`src/rtl/ddr4_cmd_sequencer.sv`:
```
// DDR4 command sequencer: one 64-byte line read/write at a time, open-page policy,
// per-bank open-row tracking and periodic all-bank refresh serviced from IDLE.
module ddr4_cmd_sequencer #(
  parameter int PADDR_BITS         = 19,
  parameter int ROW_BITS           = 8,
  parameter int COL_BITS           = 4,
  parameter int WIDTH              = 64,
  parameter int BURST_LEN          = 8,
  parameter int CAS_LATENCY        = 22,
  parameter int ACTIVATION_LATENCY = 8,
  parameter int PRECHARGE_LATENCY  = 5,
  parameter int REFRESH_CYCLE      = 5120,
  parameter int REFRESH_LATENCY    = 16
) (
  input  logic                       clk_in,
  input  logic                       rst_in,
  input  logic                       req_valid_in,
  output logic                       req_ready_out,
  input  logic [PADDR_BITS-1:0]      req_addr_in,
  input  logic                       req_we_in,
  input  logic [BURST_LEN*WIDTH-1:0] req_wdata_in,
  output logic                       resp_valid_out,
  input  logic                       resp_ready_in,
  output logic [BURST_LEN*WIDTH-1:0] resp_data_out,
  output logic                       cs_N_out,
  output logic                       act_out,
  output logic [16:0]                addr_out,
  output logic [1:0]                 bg_out,
  output logic [1:0]                 ba_out,
  output logic [WIDTH-1:0]           dq_out,
  output logic                       dq_oe_out,
  input  logic [WIDTH-1:0]           dq_in
);

  localparam int LINE_W    = BURST_LEN * WIDTH;
  localparam int ADDR_W    = 17;
  localparam int BANK_BITS = 3;
  localparam int NUM_BANKS = 1 << BANK_BITS;
  localparam int LINE_LSB  = 6;
  localparam int BANK_LSB  = LINE_LSB + 1;
  localparam int ROW_LSB   = BANK_LSB + BANK_BITS;
  localparam int BEAT_W    = $clog2(BURST_LEN);
  localparam int CNT_MAX   = CAS_LATENCY + BURST_LEN + REFRESH_LATENCY
                           + ACTIVATION_LATENCY + PRECHARGE_LATENCY;
  localparam int CNT_W     = $clog2(CNT_MAX + 1);
  localparam int REF_W     = $clog2(REFRESH_CYCLE);

  localparam logic [2:0] CMD_RD  = 3'b101;
  localparam logic [2:0] CMD_WR  = 3'b100;
  localparam logic [2:0] CMD_PRE = 3'b010;
  localparam logic [2:0] CMD_REF = 3'b001;

  typedef enum logic [3:0] {
    S_IDLE,
    S_PRE,
    S_PRE_WAIT,
    S_ACT,
    S_ACT_WAIT,
    S_RW,
    S_DATA,
    S_RESP,
    S_RPRE,
    S_RPRE_WAIT,
    S_REF,
    S_REF_WAIT
  } state_e;

  state_e               state_q, state_d;
  logic [CNT_W-1:0]     cnt_q, cnt_d;
  logic [REF_W-1:0]     ref_cnt_q;
  logic                 ref_pending_q;
  logic [NUM_BANKS-1:0] open_valid_q;
  logic [ROW_BITS-1:0]  open_row_q [NUM_BANKS];

  logic [ROW_BITS-1:0]  row_q;
  logic [BANK_BITS-1:0] bank_q;
  logic                 line_q;
  logic                 we_q;
  logic [LINE_W-1:0]    wdata_q;
  logic [LINE_W-1:0]    rdata_q;

  logic [ROW_BITS-1:0]  row_in;
  logic [BANK_BITS-1:0] bank_in;
  logic                 accept;
  logic                 row_hit;
  logic                 bank_open;
  logic                 any_open;
  logic                 in_burst;
  logic [BEAT_W-1:0]    beat_idx;
  logic                 ref_done;
  logic                 unused_addr_bits;

  assign row_in    = req_addr_in[ROW_LSB +: ROW_BITS];
  assign bank_in   = req_addr_in[BANK_LSB +: BANK_BITS];
  assign unused_addr_bits = ^{req_addr_in[LINE_LSB-1:0],
                              req_addr_in[PADDR_BITS-1:ROW_LSB+ROW_BITS]};

  assign bank_open = open_valid_q[bank_in];
  assign row_hit   = bank_open && (open_row_q[bank_in] == row_in);
  assign any_open  = |open_valid_q;
  assign accept    = (state_q == S_IDLE) && !ref_pending_q && req_valid_in;

  // Data beats occupy counter values CAS_LATENCY .. CAS_LATENCY+BURST_LEN-1 after RD/WR.
  assign in_burst  = (state_q == S_DATA) && (cnt_q >= CNT_W'(CAS_LATENCY));
  assign beat_idx  = BEAT_W'(cnt_q - CNT_W'(CAS_LATENCY));
  assign ref_done  = (state_q == S_REF_WAIT) && (cnt_q == CNT_W'(REFRESH_LATENCY - 1));

  always_ff @(posedge clk_in) begin
    if (rst_in) begin
      state_q       <= S_IDLE;
      cnt_q         <= '0;
      ref_cnt_q     <= '0;
      ref_pending_q <= 1'b0;
      open_valid_q  <= '0;
    end else begin
      state_q <= state_d;
      cnt_q   <= cnt_d;
      if (ref_cnt_q == REF_W'(REFRESH_CYCLE - 1)) begin
        ref_cnt_q     <= '0;
        ref_pending_q <= 1'b1;
      end else begin
        ref_cnt_q <= ref_cnt_q + REF_W'(1);
        if (ref_done) ref_pending_q <= 1'b0;
      end
      case (state_q)
        S_ACT:   open_valid_q[bank_q] <= 1'b1;
        S_PRE:   open_valid_q[bank_q] <= 1'b0;
        S_RPRE:  open_valid_q         <= '0;
        default: if (ref_done) open_valid_q <= '0;
      endcase
    end
  end

  // NOTE: request payload, row table contents and read line are only observed while
  // qualified by reset-cleared control state, so they are plain registers without reset.
  always_ff @(posedge clk_in) begin
    if (accept) begin
      row_q   <= row_in;
      bank_q  <= bank_in;
      line_q  <= req_addr_in[LINE_LSB];
      we_q    <= req_we_in;
      wdata_q <= req_wdata_in;
    end
    if (state_q == S_ACT) open_row_q[bank_q] <= row_q;
    if (in_burst && !we_q) rdata_q[int'(beat_idx)*WIDTH +: WIDTH] <= dq_in;
  end

  // NOTE: every always_comb target gets a default first, so no path can infer a latch.
  always_comb begin
    state_d = state_q;
    cnt_d   = cnt_q;
    case (state_q)
      S_IDLE: begin
        if (ref_pending_q)     state_d = any_open ? S_RPRE : S_REF;
        else if (req_valid_in) state_d = row_hit ? S_RW : (bank_open ? S_PRE : S_ACT);
      end
      S_PRE: begin
        state_d = S_PRE_WAIT;
        cnt_d   = CNT_W'(1);
      end
      S_PRE_WAIT: begin
        if (cnt_q == CNT_W'(PRECHARGE_LATENCY - 1)) state_d = S_ACT;
        else cnt_d = cnt_q + CNT_W'(1);
      end
      S_ACT: begin
        state_d = S_ACT_WAIT;
        cnt_d   = CNT_W'(1);
      end
      S_ACT_WAIT: begin
        if (cnt_q == CNT_W'(ACTIVATION_LATENCY - 1)) state_d = S_RW;
        else cnt_d = cnt_q + CNT_W'(1);
      end
      S_RW: begin
        state_d = S_DATA;
        cnt_d   = CNT_W'(1);
      end
      S_DATA: begin
        if (cnt_q == CNT_W'(CAS_LATENCY + BURST_LEN - 1)) state_d = S_RESP;
        else cnt_d = cnt_q + CNT_W'(1);
      end
      S_RESP: begin
        if (resp_ready_in) state_d = S_IDLE;
      end
      S_RPRE: begin
        state_d = S_RPRE_WAIT;
        cnt_d   = CNT_W'(1);
      end
      S_RPRE_WAIT: begin
        if (cnt_q == CNT_W'(PRECHARGE_LATENCY - 1)) state_d = S_REF;
        else cnt_d = cnt_q + CNT_W'(1);
      end
      S_REF: begin
        state_d = S_REF_WAIT;
        cnt_d   = CNT_W'(1);
      end
      S_REF_WAIT: begin
        if (ref_done) state_d = S_IDLE;
        else cnt_d = cnt_q + CNT_W'(1);
      end
      default: state_d = S_IDLE;
    endcase
  end

  // Command bus: driven only in the single command-issue state, otherwise idle (CS_n high).
  always_comb begin
    logic [COL_BITS-1:0] col;
    col      = '0;
    col[BEAT_W] = line_q;
    cs_N_out = 1'b1;
    act_out  = 1'b0;
    addr_out = '0;
    bg_out   = '0;
    ba_out   = '0;
    case (state_q)
      S_ACT: begin
        cs_N_out = 1'b0;
        act_out  = 1'b1;
        addr_out = ADDR_W'(row_q);
        bg_out   = {1'b0, bank_q[2]};
        ba_out   = bank_q[1:0];
      end
      S_PRE: begin
        cs_N_out        = 1'b0;
        addr_out[16:14] = CMD_PRE;
        bg_out          = {1'b0, bank_q[2]};
        ba_out          = bank_q[1:0];
      end
      S_RW: begin
        cs_N_out                = 1'b0;
        addr_out[16:14]         = we_q ? CMD_WR : CMD_RD;
        addr_out[COL_BITS-1:0]  = col;
        bg_out                  = {1'b0, bank_q[2]};
        ba_out                  = bank_q[1:0];
      end
      S_RPRE: begin
        cs_N_out        = 1'b0;
        addr_out[16:14] = CMD_PRE;
        addr_out[10]    = 1'b1;
      end
      S_REF: begin
        cs_N_out        = 1'b0;
        addr_out[16:14] = CMD_REF;
      end
      default: ;
    endcase
  end

  assign req_ready_out  = (state_q == S_IDLE) && !ref_pending_q && !rst_in;
  assign resp_valid_out = (state_q == S_RESP);
  assign resp_data_out  = (state_q == S_RESP && !we_q) ? rdata_q : '0;
  assign dq_oe_out      = in_burst && we_q;
  assign dq_out         = dq_oe_out ? wdata_q[int'(beat_idx)*WIDTH +: WIDTH] : '0;

endmodule
```
`config.mk`:
```
export PLATFORM = sky130hd
export DESIGN_NAME = ddr4_cmd_sequencer
export DESIGN_NICKNAME = d
export VERILOG_FILES = /design/src/rtl/ddr4_cmd_sequencer.sv
export SDC_FILE = /design/constraint.sdc
export NUM_CORES = 1
export LEC_CHECK = 0
export ABC_CLOCK_PERIOD_IN_PS = 107500
export BUFFER_PORTS_ARGS = -buffer_cell sky130_fd_sc_hd__buf_2
export CELL_PAD_IN_SITES_DETAIL_PLACEMENT = 0
export CELL_PAD_IN_SITES_GLOBAL_PLACEMENT = 1
export CORE_AREA = 2 2 469 471
export DETAILED_ROUTE_END_ITERATION = 10
export DIE_AREA = 0 0 471 473
export PLACE_DENSITY_LB_ADDON = 0.25
export SYNTH_ARGS = -nofsm -noshare
export SYNTH_HDL_FRONTEND = slang
export SYNTH_SLANG_ARGS = --single-unit
```
`constraint.sdc`:
```
create_clock -name clk_in -period 107.5 [get_ports clk_in]
set_input_delay 5.375 -clock clk_in [delete_from_list [all_inputs] [get_ports clk_in]]
set_output_delay 5.375 -clock clk_in [all_outputs]
set_load 0.005 [all_outputs]
```
==> flow_summary.yaml, run 1 <==
critical_path:
  crit_cells: 3
  worst_ep_required_time_ns: 102.12
  cp.arrival_ns: 6.28
  r2r-start: "state_q[2]"
  crit_fanout: 20
  crit_family: "buffers and inverters"
  cp-end-kind: "output port"
  path_cells: "buf_2, nor3_1, buf_2"
  path_class: "primary input to output port"
  critPathLaunchType: "primary input"
  reg2reg_slack_ns: 101.68
  cp-startpoint: "rst_in"
  r2r_end: "wdata_q[10]"
  crit_path_frequent_cell: "buf_2"
  critPathMaxStageDelay_ns: 0.43
  slowest_stage: "nor3_1"
  endpoint: "req_ready_out"
  worst_r2r_path_depth: 8
  path_buf_inv: 2
die:
  ioPinCount: 1202
  dieHeight_um: 473
  dieArea_um2: 223000
  fp-row-count: 172
  die_w_um: 471
  start_util_pct: 21.2
  core_um2: 218000
placement:
  portBuffers: 1188
  gp_congestion: 0.819
  dp_hpwl_um: 143000
power:
  p_leak_nw: 22.8
  ir_drop_mv: 0.0225
  power_mw: 1.34
  powerDensity_nw_per_um2: 22.3
routing:
  postRouteWirelength_um: 194000
  wl_per_cell_um: 26.8
  drtIter0Drc: 1892
  drtPass1Iterations: 5
  ant_nets: 0
  drc: 0
  num_vias: 29500
  vias_per_cell: 4.08
cts:
  cts_setup_buffers: 0
  cts_buffers: 139
  cts_max_path_buffers: 3
  hold_buffers: 0
  clkSlewWorstSetupHoldPaths_ns: 0.05
  h-tree-depth: 4
  ctsResizeCount: 0
  cts_sinks: 1133
  tritoncts: "done"
  clock_latency_ns: 0.82
  cts_root_buffer: "clkbuf_16"
global_routing:
  met1_usage_pct: 17.6
  grt_use_met3_pct: 6.09
  track_usage_pct: 16.9
  use_met2_pct: 31.5
  grt-ovfl-total: 0
  grt_pass1_wl_um: 259000
  grt_max_degree: 164
  grt_pass1_vias: 30100
  busiest_layer: "met2"
  antenna_found_initial: 133
logic_synthesis:
  synth_cell_types: 58
  yosys.area.top_type_share_pct: 71.5
  synth_area_leaders: "edfxtp_1, and2_1, mux4_2"
  synth_ff_type: "edfxtp_1"
  synth_edf_count: 1101
  async_reset_ff_share_pct: 0
  syn_inst: 3026
  yosys.area.top_type: "edfxtp_1"
  netlist_area_um2: 46200
  ys_seq_area_share_pct: 72.9
  ys.warnings.count: 0
  syn_area_per_cell_um2: 15.3
  ys_ff_latch: 1133
run:
  cap_violations: 0
timing:
  worstMarginPinSlew_ns: 1.15
  whs_ns: 0.456
  timing.final.crit_period_ns: 11.66
  finalCritPeriodShare_pct: 10.8
  setup_tns_ns: 0
  rsz0062_at_grt: "false"
  hold_viol_final: 0
  skew_ns: 0.0410
  slew_viol_final: 0
  setup_viol_count_final: 0
  fmax_mhz: 85.8
  slew_headroom_pct: 23.1
layout:
  area_delta_synth_final_pct: 29.7
  drive_gt1_share_pct: 37.0
  layout.nets: 4811
run_status:
  outcome: "complete, no violations"
worst_hold_path:
  min_path_type: "register to register"
## per-stage QoR
step | cells | instance area (um2) | setup slack [ns] | utilization [%]
after detailed placement | 6934 | 55400 | 95.69 | 25.4
final | 7226 | 60000 | 95.84 | 27.5
after global routing | 7203 | 59900 | 95.77 | 27.5
after CTS | 7184 | 59900 | 95.71 | 27.4
after global placement | 6934 | 55400 | 95.71 | 25.4
after floorplan | 3031 | 46300 | 62.76 | -
## cells in the mapped netlist (3+ instances only)
cell type and instances:
or3_1 4, o21ai_1 5, inv_1 19, nand3_1 14
mux4_2 145, xor2_1 12, clkbuf_1 140, buf_4 7
ha_1 7, o21ai_0 16, buf_2 22, a31oi_1 3
edfxtp_1 1101, and3_1 3, buf_1 24, nor3_1 7
nor2_1 295, xnor2_1 6, a21oi_1 91, nand2_1 214
dfxtp_1 32, and2_1 783, mux2i_1 11, nand2b_1 9
nand4_1 7, nand3b_1 5, nor2b_1 6
## placed cells by master (no fill, tap or decap), types with 7 or more instances in the layout
| cell type | n |
|---|---|
| inv_1 | 18 |
| a21oi_1 | 91 |
| buf_4 | 37 |
| and2_1 | 781 |
| buf_2 | 1188 |
| diode_2 | 42 |
| xor2_1 | 12 |
| nand2b_1 | 9 |
| dfxtp_1 | 30 |
| nand4_1 | 7 |
| clkinv_2 | 21 |
| nor2_1 | 291 |
| bufinv_16 | 7 |
| clkbuf_16 | 139 |
| clkinv_1 | 28 |
| nand3_1 | 13 |
| o21ai_0 | 16 |
| clkbuf_1 | 35 |
| mux4_2 | 145 |
| nand2_1 | 212 |
| clkinv_16 | 8 |
| edfxtp_1 | 1101 |
| mux2i_1 | 11 |
## worst min-delay path by stage
stage            startpoint            to  slack (ns)  cells after the start
2_1_floorplan  ref_cnt_q[0]  ref_cnt_q[0]        0.43                      1
3_3_place_gp   ref_cnt_q[0]  ref_cnt_q[0]        0.44                      1
3_5_place_dp   ref_cnt_q[0]  ref_cnt_q[0]        0.45                      1
4_1_cts        ref_cnt_q[0]  ref_cnt_q[0]        0.46                      1
5_1_grt        ref_cnt_q[0]  ref_cnt_q[0]        0.50                      1
6_report       ref_cnt_q[0]  ref_cnt_q[0]        0.46                      1
## flip-flops by register name, summed over array words and instances (netlist names)
signal / count
bank_q: 3
cnt_q: 6
line_q: 1
open_row_q: 64
open_valid_q: 8
rdata_q: 512
ref_cnt_q: 13
ref_pending_q: 1
row_q: 8
state_q: 4
wdata_q: 512
we_q: 1
## cell families after synthesis
group                      count (synthesis)  share of synthesized area [%]
and+or+nand+nor                         1364                           15.8
muxes                                    156                           7.30
adders and majority gates                  7                          0.189
AOI/OAI and AO/OA                        132                           1.62
DFF                                     1133                           72.9
other                                      1                        0.00811
buffers and inverters                    215                           1.89
xor gates and xnor gates                  18                          0.341
## cell type report
type                            count  area, um2
Antenna cell                       42        105
Sequential cell                  1133      33700
Clock inverter                     76        823
Clock buffer                      174       3610
Fill cell                       22700     158000
Multi-Input combinational cell   1683      11800
Inverter                           20       76.3
Tap cell                         2871       3590
Timing Repair Buffer             1227       6260
## routing by layer
metal,part of all wire [%],up-vias
met1,35,14600
met2,54,1173
li1,-,13200
met5,0.34,-
met4,2.5,112
met3,8.1,358
## report_power, final
| group | internal [mW] | total, mW | switching (mW) | leakage, nW |
|---|---|---|---|---|
| clock | 0.259 | 0.461 | 0.202 | 2.14 |
| sequential | 0.561 | 0.586 | 0.0249 | 10.1 |
| combinational | 0.0962 | 0.292 | 0.196 | 10.5 |
| total | 0.916 | 1.34 | 0.423 | 22.8 |
## worst register-to-register path: stages, from the launching register on
cell     delay, ns
dfxtp_1       0.53
nor2_1        0.36
nand2_1       0.17
nor3b_2       0.19
buf_4         0.77
buf_4         0.84
buf_4         0.68
buf_4         0.94
buf_4         0.89
Power figures use the tool's default switching activity.
==> run 2: changes to the inputs <==
--- a/config.mk
+++ b/config.mk
@@ -5,13 +5,13 @@
 export SDC_FILE = /design/constraint.sdc
 export NUM_CORES = 1
 export LEC_CHECK = 0
-export ABC_CLOCK_PERIOD_IN_PS = 107500
+export ABC_CLOCK_PERIOD_IN_PS = 11000
 export BUFFER_PORTS_ARGS = -buffer_cell sky130_fd_sc_hd__buf_2
 export CELL_PAD_IN_SITES_DETAIL_PLACEMENT = 0
 export CELL_PAD_IN_SITES_GLOBAL_PLACEMENT = 1
-export CORE_AREA = 2 2 469 471
+export CORE_AREA = 2 2 471 473
 export DETAILED_ROUTE_END_ITERATION = 10
-export DIE_AREA = 0 0 471 473
+export DIE_AREA = 0 0 473 475
 export PLACE_DENSITY_LB_ADDON = 0.25
 export SYNTH_ARGS = -nofsm -noshare
 export SYNTH_HDL_FRONTEND = slang
==> constraint.sdc (replaced) <==
create_clock -name clk_in -period 11 [get_ports clk_in]
set_input_delay 0.55 -clock clk_in [delete_from_list [all_inputs] [get_ports clk_in]]
set_output_delay 0.55 -clock clk_in [all_outputs]
set_load 0.005 [all_outputs]
==> flow_summary.yaml, run 2 (synthesis results as in run 1) <==
routing:
  drtPass1Iterations: 5
  wl_per_cell_um: 25.6
  postRouteWirelength_um: 199000
  drtIter0Drc: 1911
  num_vias: 31400
  drc: 0
  vias_per_cell: 4.06
  ant_nets: 0
die:
  core_um2: 219000
  dieHeight_um: 475
  ioPinCount: 1202
  start_util_pct: 21.1
  die_w_um: 473
  fp-row-count: 172
  dieArea_um2: 225000
worst_hold_path:
  min_from: "req_wdata_in[59]"
  min_path_type: "primary input to register"
placement:
  portBuffers: 1188
  dpl-instance-area_um2: 55500
  dp_hpwl_um: 145000
  gp_congestion: 0.824
  dp.cells: 6932
layout:
  area_delta_synth_final_pct: 40.9
  layout_commonest_cell: "buf_2"
  top_regs: "rdata_q x512, wdata_q x512, open_row_q x64"
  layout.nets: 5328
  drive_gt1_share_pct: 33.1
  fin_cells: 7744
  layout_common_cells: "buf_2, edfxtp_1, and2_1"
  final_area_um2: 65200
timing:
  skew_ns: 0.0294
  hold_viol_final: 0
  whs_ns: 0.0923
  slew_headroom_pct: 24.4
  timing.final.crit_period_ns: 5.19
  worstMarginPinSlew_ns: 1.13
  rsz0062_at_grt: "false"
  setup_viol_count_final: 0
  slew_viol_final: 0
  finalCritPeriodShare_pct: 47.2
  fmax_mhz: 193
global_routing:
  grt-ovfl-total: 0
  grt_pass1_wl_um: 265000
  track_usage_pct: 17.1
  antenna_found_initial: 92
  grt_pass1_vias: 32400
  grt_max_degree: 161
cts:
  clock_latency_ns: 0.79
  cts_root_buffer: "clkbuf_16"
  tritoncts: "done"
  cts_buffers: 138
  cts_max_path_buffers: 3
  h-tree-depth: 4
  clkSlewWorstSetupHoldPaths_ns: 0.06
  cts_sinks: 1133
power:
  ir_drop_mv: 0.177
  power_mw: 13.2
  powerDensity_nw_per_um2: 203
  p_leak_nw: 24.9
run_status:
  outcome: "complete, no violations"
run:
  cap_violations: 0
critical_path:
  crit_fanout: 65
  r2r-start: "cnt_q[1]"
  worst_ep_required_time_ns: 11.38
  critPathLaunchType: "register"
  path_class: "register to register"
  cp.arrival_ns: 5.57
  cp-end-kind: "register"
  cp-startpoint: "cnt_q[1]"
-- run 2: cell count changes in the layout (fill, tap and decap cells not counted), moves of 3 or more --
cell	previous run	this run
buf_4	37	33
clkinv_4	1	4
clkinv_1	28	23
clkinv_16	8	5
clkinv_8	3	0
clkinv_2	21	13
diode_2	42	47
dlygate4sd3_1	0	520
clkinvlp_4	2	10
-- run 2: worst paths after layout --
check | endpoint | cells past startpoint | slack [ns]
worst max-delay path | rdata_q[293] | 8 | 5.81
worst min-delay path | wdata_q[59] | 1 | 0.09
worst max register to register | rdata_q[293] | 8 | 5.81
worst min register to register | ref_cnt_q[0] | 1 | 0.47
-- run 2: power breakdown --
part	internal, mW	total, mW	switching, mW
clock	2.55	4.48	1.93
sequential	5.49	5.73	0.246
combinational	1.07	3.03	1.96
-- run 2: timing repair --
action | 4_1_cts | 5_1_grt
endpoints found under the hold margin | 520 | 0
setup endpoints to repair | 0 | 0
setup buffers | 0 | 0
resized for setup | 0 | 0
hold buffers | 520 | 0
-- run 2: metal layers --
layer | wire length, um | track usage, % | share of wire (%)
met1 | 72100 | 18.1 | 36
met2 | 106000 | 32.1 | 54
met3 | 13300 | 4.49 | 6.7
met4 | 6630 | 6.11 | 3.3
met5 | 172 | 0 | 0.087
-- run 2: layout make-up --
cell class                      count  area, um2
Inverter                           20       76.3
Sequential cell                  1133      33700
Fill cell                       22400     154000
Antenna cell                       47        118
Timing Repair Buffer             1745      11500
Multi-Input combinational cell   1683      11800
Tap cell                         2871       3590
Clock inverter                     68        724
Clock buffer                      177       3640
-- run 2: per-stage QoR --
step	setup TNS [ns]	setup WS (ns)	utilization [%]
global placement	0	5.54	25.3
finish	0	5.81	29.7
floorplan	-1717.18	-3.27	-
CTS	0	5.50	29.7
global route	0	5.35	29.7
detailed placement	0	5.54	25.3
-- run 2: worst max-delay path: stages (launching register included) --
cell	delay, ns
dfxtp_4	0.81
ha_4	0.63
clkinv_2	0.52
ha_1	0.58
nand3_4	0.26
nor3_2	0.17
buf_4	0.56
and2_4	0.32
buf_4	0.67
